--- src/rtl/sseg_pkg.sv ---
// Shared definitions for the seven-segment scan controller: segment
// encoding table, blank pattern and controller state type.
package sseg_pkg;

  typedef enum logic {
    IDLE = 1'b0,
    CONV = 1'b1
  } ctrl_state_t;

  // Active-low {a,b,c,d,e,f,g}; all segments off.
  localparam logic [6:0] SEG_BLANK = 7'b1111111;

  // Entry n holds the segment pattern for hex digit n.
  localparam logic [15:0][6:0] SEG_TABLE = {
    7'b0111000,  // F
    7'b0110000,  // E
    7'b1000010,  // d
    7'b0110001,  // C
    7'b1100000,  // b
    7'b0001000,  // A
    7'b0000100,  // 9
    7'b0000000,  // 8
    7'b0001111,  // 7
    7'b0100000,  // 6
    7'b0100100,  // 5
    7'b1001100,  // 4
    7'b0000110,  // 3
    7'b0010010,  // 2
    7'b1001111,  // 1
    7'b0000001   // 0
  };

  function automatic logic [6:0] seg_encode(input logic [3:0] digit);
    return SEG_TABLE[digit];
  endfunction

endpackage

--- src/rtl/bin2bcd_seq.sv ---
// Sequential double-dabble converter: 32-bit binary to 10 BCD digits in
// exactly 32 busy cycles. The bcd output is the value the converter is
// about to register; it is the final result in the cycle done is high,
// so a consumer can capture it on the same edge the conversion ends.
module bin2bcd_seq (
  input  logic        clk,
  input  logic        rst,
  input  logic        start,
  input  logic [31:0] bin_in,
  output logic        busy,
  output logic        done,
  output logic [39:0] bcd
);

  logic [31:0] bin_q;
  logic [39:0] bcd_q;
  logic [39:0] bcd_adj;
  logic [4:0]  cnt;

  // Add-3 correction for every digit that is 5 or more before the shift.
  always_comb begin
    bcd_adj = bcd_q;
    for (int i = 0; i < 10; i++) begin
      if (bcd_q[4*i +: 4] >= 4'd5)
        bcd_adj[4*i +: 4] = bcd_q[4*i +: 4] + 4'd3;
    end
  end

  assign bcd  = {bcd_adj[38:0], bin_q[31]};
  assign done = busy && (cnt == 5'd31);

  // Capture the operand on start, then shift one bit per cycle.
  always_ff @(posedge clk or posedge rst) begin
    if (rst) begin
      busy  <= 1'b0;
      cnt   <= '0;
      bin_q <= '0;
      bcd_q <= '0;
    end else if (!busy) begin
      if (start) begin
        busy  <= 1'b1;
        cnt   <= '0;
        bin_q <= bin_in;
        bcd_q <= '0;
      end
    end else begin
      bcd_q <= bcd;
      bin_q <= bin_q << 1;
      cnt   <= cnt + 5'd1;
      if (cnt == 5'd31)
        busy <= 1'b0;
    end
  end

endmodule

--- src/rtl/sseg_scan_ctrl.sv ---
// Eight-digit multiplexed seven-segment controller with a load/ready
// handshake. Hex values commit immediately; decimal values go through the
// BCD converter and commit atomically when it finishes.
//
//   state | meaning
//   IDLE  | ready for a load; hex loads commit here
//   CONV  | BCD conversion running; loads ignored
module sseg_scan_ctrl
  import sseg_pkg::*;
#(
  parameter int SCAN_DIV   = 1000,
  parameter int LEAD_BLANK = 0
) (
  input  logic        clk,
  input  logic        rst,
  input  logic        load,
  output logic        ready,
  input  logic [31:0] value,
  input  logic        dec,
  output logic [6:0]  segments,
  output logic [7:0]  anodes,
  output logic        ovf
);

  localparam int PW = $clog2(SCAN_DIV);

  ctrl_state_t state, state_nxt;
  logic [31:0] disp, disp_nxt;
  logic        ovf_nxt;
  logic [PW-1:0] pre, pre_nxt;
  logic [2:0]  idx, idx_nxt;
  logic [3:0]  nib_nxt;
  logic        blank_nxt;

  logic        conv_start;
  logic        conv_busy;
  logic        conv_done;
  logic [39:0] conv_bcd;

  assign ready      = (state == IDLE);
  assign conv_start = ready && load && dec;

  bin2bcd_seq u_conv (
    .clk    (clk),
    .rst    (rst),
    .start  (conv_start),
    .bin_in (value),
    .busy   (conv_busy),
    .done   (conv_done),
    .bcd    (conv_bcd)
  );

  // Digit i>0 is dark when it and every more significant digit are zero.
  function automatic logic is_blank(input logic [31:0] d, input logic [2:0] i);
    logic b;
    b = (LEAD_BLANK != 0) && (i != 3'd0);
    for (int k = 0; k < 8; k++) begin
      if ((k >= int'(i)) && (d[4*k +: 4] != 4'd0))
        b = 1'b0;
    end
    return b;
  endfunction

  // Next state, display register and overflow flag.
  always_comb begin
    state_nxt = state;
    disp_nxt  = disp;
    ovf_nxt   = ovf;
    case (state)
      IDLE: begin
        if (load) begin
          if (dec) begin
            state_nxt = CONV;
          end else begin
            disp_nxt = value;
            ovf_nxt  = 1'b0;
          end
        end
      end
      CONV: begin
        if (conv_done) begin
          state_nxt = IDLE;
          ovf_nxt   = |conv_bcd[39:32];
          disp_nxt  = ovf_nxt ? 32'hEEEE_EEEE : conv_bcd[31:0];
        end else if (!conv_busy) begin
          // Converter lost its run without finishing; nothing to commit.
          state_nxt = IDLE;
        end
      end
      default: state_nxt = IDLE;
    endcase
  end

  // Prescaler and digit index; free-running, independent of the handshake.
  always_comb begin
    pre_nxt = pre + PW'(1);
    idx_nxt = idx;
    if (pre == PW'(SCAN_DIV - 1)) begin
      pre_nxt = '0;
      idx_nxt = idx + 3'd1;
    end
    nib_nxt   = disp_nxt[4*idx_nxt +: 4];
    blank_nxt = is_blank(disp_nxt, idx_nxt);
  end

  // Controller, display and scan state registers.
  always_ff @(posedge clk or posedge rst) begin
    if (rst) begin
      state <= IDLE;
      disp  <= '0;
      ovf   <= 1'b0;
      pre   <= '0;
      idx   <= '0;
    end else begin
      state <= state_nxt;
      disp  <= disp_nxt;
      ovf   <= ovf_nxt;
      pre   <= pre_nxt;
      idx   <= idx_nxt;
    end
  end

  // Outputs registered from next-state values so anodes and segments
  // change together on the edge the index or display changes.
  always_ff @(posedge clk or posedge rst) begin
    if (rst) begin
      anodes   <= 8'hFE;
      segments <= 7'b0000001;
    end else if (blank_nxt) begin
      anodes   <= 8'hFF;
      segments <= SEG_BLANK;
    end else begin
      anodes   <= ~(8'b1 << idx_nxt);
      segments <= seg_encode(nib_nxt);
    end
  end

endmodule

--- config.mk ---
export PLATFORM = sky130hd
export DESIGN_NAME = sseg_scan_ctrl
export DESIGN_NICKNAME = d
export VERILOG_FILES = /design/src/rtl/sseg_pkg.sv /design/src/rtl/bin2bcd_seq.sv /design/src/rtl/sseg_scan_ctrl.sv
export SDC_FILE = /design/constraint.sdc
export NUM_CORES = 1
export LEC_CHECK = 0
export CORE_ASPECT_RATIO = 1.1
export CORE_MARGIN = 2
export CORE_UTILIZATION = 60
export DETAILED_ROUTE_END_ITERATION = 6
export HOLD_SLACK_MARGIN = 0.15
export PLACE_DENSITY = 0.81
export SYNTH_ARGS = -nofsm -noshare
export SYNTH_HDL_FRONTEND = slang
export SYNTH_SLANG_ARGS = --single-unit
--- constraint.sdc ---
create_clock -name clk -period 5.5 [get_ports clk]
set_input_delay 1.1 -clock clk [delete_from_list [all_inputs] [get_ports clk]]
set_output_delay 1.1 -clock clk [all_outputs]
set_load 0.02 [all_outputs]
==> results.toml <==
[yosys]
yosys_register_bits = 140
syn_nets = 845
cell_count_after_synthesis = 779
yosys_warnings = 0
post_synth_instance_area_um2 = 7790
synth_area_per_cell_um2 = 10.0
share_of_synthesized_area_occupied_by_flip_flops_and_latches_pct = 45.1
synth_edf_count = 0
synth_cell_type_count = 77
synthFlopType = "sky130_fd_sc_hd__dfrtp_1"
synth-async-reset-ratio_pct = 100

[critical_path]
required_ps = 5800
worstPathMaxFanout = 18
critPathKind = "reg2reg"
worst_setup_path_start_kind = "register"
critical_path.endpoint_type = "register"
reg2regPathDepth = 9
cp_data_arrival_time_ps = 4760

[sta]
worst_slew_pin_slew_ps = 1250
period_needed_ps = 4460
fin_skew_ps = 10.9
final_min_period_over_clock_period_pct = 81.1
max_slew_margin_pct = 16.7
setup_viol = 0
grt_setup_unrepaired = "false"
finalSetupTns_ps = 0
drv_slew = 0
finalHoldViolCount = 0
timing.fmax_ghz = 0.224

[power_and_ir_drop]
power.leakage_nw = 4.32
power_density_nw_per_um2 = 608
vdd_ir_drop_max_mv = 0.414

[clocking]
cts_repair_resize_count = 0
tritoncts_clock_tree = "done"
cts-hold-fix-buffers = 0
htree_num_levels = 4
cts-root-buf = "sky130_fd_sc_hd__clkbuf_16"
post_cts_setup_bufs = 0
numCtsBuffers = 17
clk_latency_ps = 440
clock_sink_total = 140
cts.clk_slew.worst_paths_ps = 60
max-clock-path-buffers = 2

[floorplanning]
die-area_um2 = 13900
initial_utilization_pct = 61.6
core_region_area_um2 = 12600
die-width_um = 113
core.rowCount = 43
die_height_um = 123
number_of_top_level_pins = 53

[routing]
avgRoutedWirePerCell_um = 21.7
ant_nets = 0
vias_per_cell = 6.60
final_wl_um = 21400
route.detailed.drc = 6
drt_pre_antenna_iters = 7
detailroute.via_count = 6519
drt_iter0_drc = 789

[min_path]
class_of_the_tightest_hold_or_removal_check = "reg2reg"
hold_path_depth = 1

[placed_design]
place.detailed.hpwl_um = 14400
place_congestion = 0.894
io_buffers = 52
placed_area_um2 = 8440

[layout]
nNetsFinal = 883
layout_commonest_cell = "sky130_fd_sc_hd__dfrtp_1"
layout.core_utilization_pct = 72.5
cell_area_after_layout_um2 = 9170
mostFrequentLayoutCells = "131 x sky130_fd_sc_hd__dfrtp_1, 72 x sky130_fd_sc_hd__o21ai_0, 64 x sky130_fd_sc_hd__inv_1, 63 x sky130_fd_sc_hd__nand2_1, 52 x sky130_fd_sc_hd__clkdlybuf4s50_1"
drive_above_1_share_pct = 10.6
antennaDiodeCount = 0
area.growth.synth_to_final_pct = 17.7

[global_route]
global_route.usage.total_pct = 32.0
grt_max_degree = 112
via_count_of_the_first_global_routing_pass = 6547
grt_first_pass_wirelength_um = 34500
grt_antenna_before_repair = 0
globalRoute.totalOverflow = 0

[job]
max-cap-violations = 0

[run_status]
failed_checks = "DRC"
run_status = "finished with violations"
## cell usage after synthesis, types with 7 or more instances
cell type	instances	area, um2
sky130_fd_sc_hd__o21ai_0	72	360
sky130_fd_sc_hd__nor3_1	10	50.1
sky130_fd_sc_hd__mux2_2	9	101
sky130_fd_sc_hd__a222oi_1	31	310
sky130_fd_sc_hd__ha_1	30	375
sky130_fd_sc_hd__inv_1	65	244
sky130_fd_sc_hd__o21ai_1	7	35.0
sky130_fd_sc_hd__dfstp_2	8	210
sky130_fd_sc_hd__nor3b_1	13	97.6
sky130_fd_sc_hd__nor2_1	31	116
sky130_fd_sc_hd__mux2i_1	42	420
sky130_fd_sc_hd__nand3_1	15	75.1
sky130_fd_sc_hd__nand2b_1	11	68.8
sky130_fd_sc_hd__nand2_1	63	236
sky130_fd_sc_hd__xnor2_1	14	123
sky130_fd_sc_hd__clkbuf_1	34	128
sky130_fd_sc_hd__a21oi_1	32	160
sky130_fd_sc_hd__a22o_1	23	201
sky130_fd_sc_hd__a31oi_1	10	62.6
sky130_fd_sc_hd__o221ai_1	9	78.8
sky130_fd_sc_hd__dfrtp_1	132	3300
sky130_fd_sc_hd__o21a_1	11	82.6
## routing by layer
metal  GRT usage, %  wire, um
met1           41.3      8710
met2           54.0     10900
met3           7.70      1520
met4           9.45       350
met5              0         0
## cell type report
cell class / instances / area, um2
inverters: 65 / 249
clock inverters: 14 / 289
clock buffers: 18 / 439
flip-flops and latches: 140 / 3510
repair buffers: 64 / 611
multi-input cells: 529 / 3870
well taps: 157 / 196
fillers: 910 / 3470
## worst paths after layout
check                         startpoint                to  slack [ps]
min in group asynchronous            rst   u_conv.bin_q[4]        1280
max in group asynchronous            rst  u_conv.bin_q[24]        3240
setup / recovery                  idx[0]       segments[3]        1040
hold / removal             u_conv.cnt[3]     u_conv.cnt[3]         490
hold reg to reg            u_conv.cnt[3]     u_conv.cnt[3]         490
setup reg to reg                  idx[0]       segments[3]        1040
## metrics by stage
step / std cells / power (mW) / setup WS [ps] / hold slack (ps)
2_1_floorplan: 779 / 3.42 / 660 / 450
3_3_place_gp: 955 / 3.91 / 748 / 467
3_5_place_dp: 955 / 4.08 / 659 / 489
4_1_cts: 987 / 5.53 / 1100 / 489
5_1_grt: 987 / 5.89 / 819 / 518
6_report: 987 / 5.58 / 1040 / 489
## cells by family (layout without fill, tap and decap cells)
family,count (synthesis),after routing,share of synthesized area (%)
flip-flops,140,140,45.1
AO/OA/AOI/OAI,247,247,22.6
XOR/XNOR,20,20,2.35
AND/OR/NAND/NOR,176,176,11.9
adder cells (fa/ha/maj),30,30,4.82
multiplexers,56,56,7.76
buffers and inverters,110,161,5.46
## registers in the layout, summed over array words and instances (netlist names)
register and flops:
anodes 8, ovf 1, pre 10, state 1, u_conv.cnt 5, idx 3
u_conv.bcd_q 40, segments 7, disp 32, u_conv.bin_q 32, u_conv.busy 1
## power by group
group	internal, mW	leakage [nW]	total, mW	switching (mW)
Clock	0.957	0.355	1.42	0.461
Sequential	1.42	1.76	1.74	0.317
Combinational	1.00	2.21	2.42	1.42
Total	3.38	4.32	5.58	2.20
## worst max-delay path: stages (launching register included)
cell and delay (ps):
sky130_fd_sc_hd__dfrtp_1 640, sky130_fd_sc_hd__ha_1 580, sky130_fd_sc_hd__or4b_1 660, sky130_fd_sc_hd__o22ai_1 690
sky130_fd_sc_hd__a22oi_1 220, sky130_fd_sc_hd__a21oi_1 520, sky130_fd_sc_hd__inv_1 170, sky130_fd_sc_hd__ha_1 340
sky130_fd_sc_hd__inv_1 40, sky130_fd_sc_hd__mux4_2 460
No activity file was read; power rests on OpenSTA's default activity.
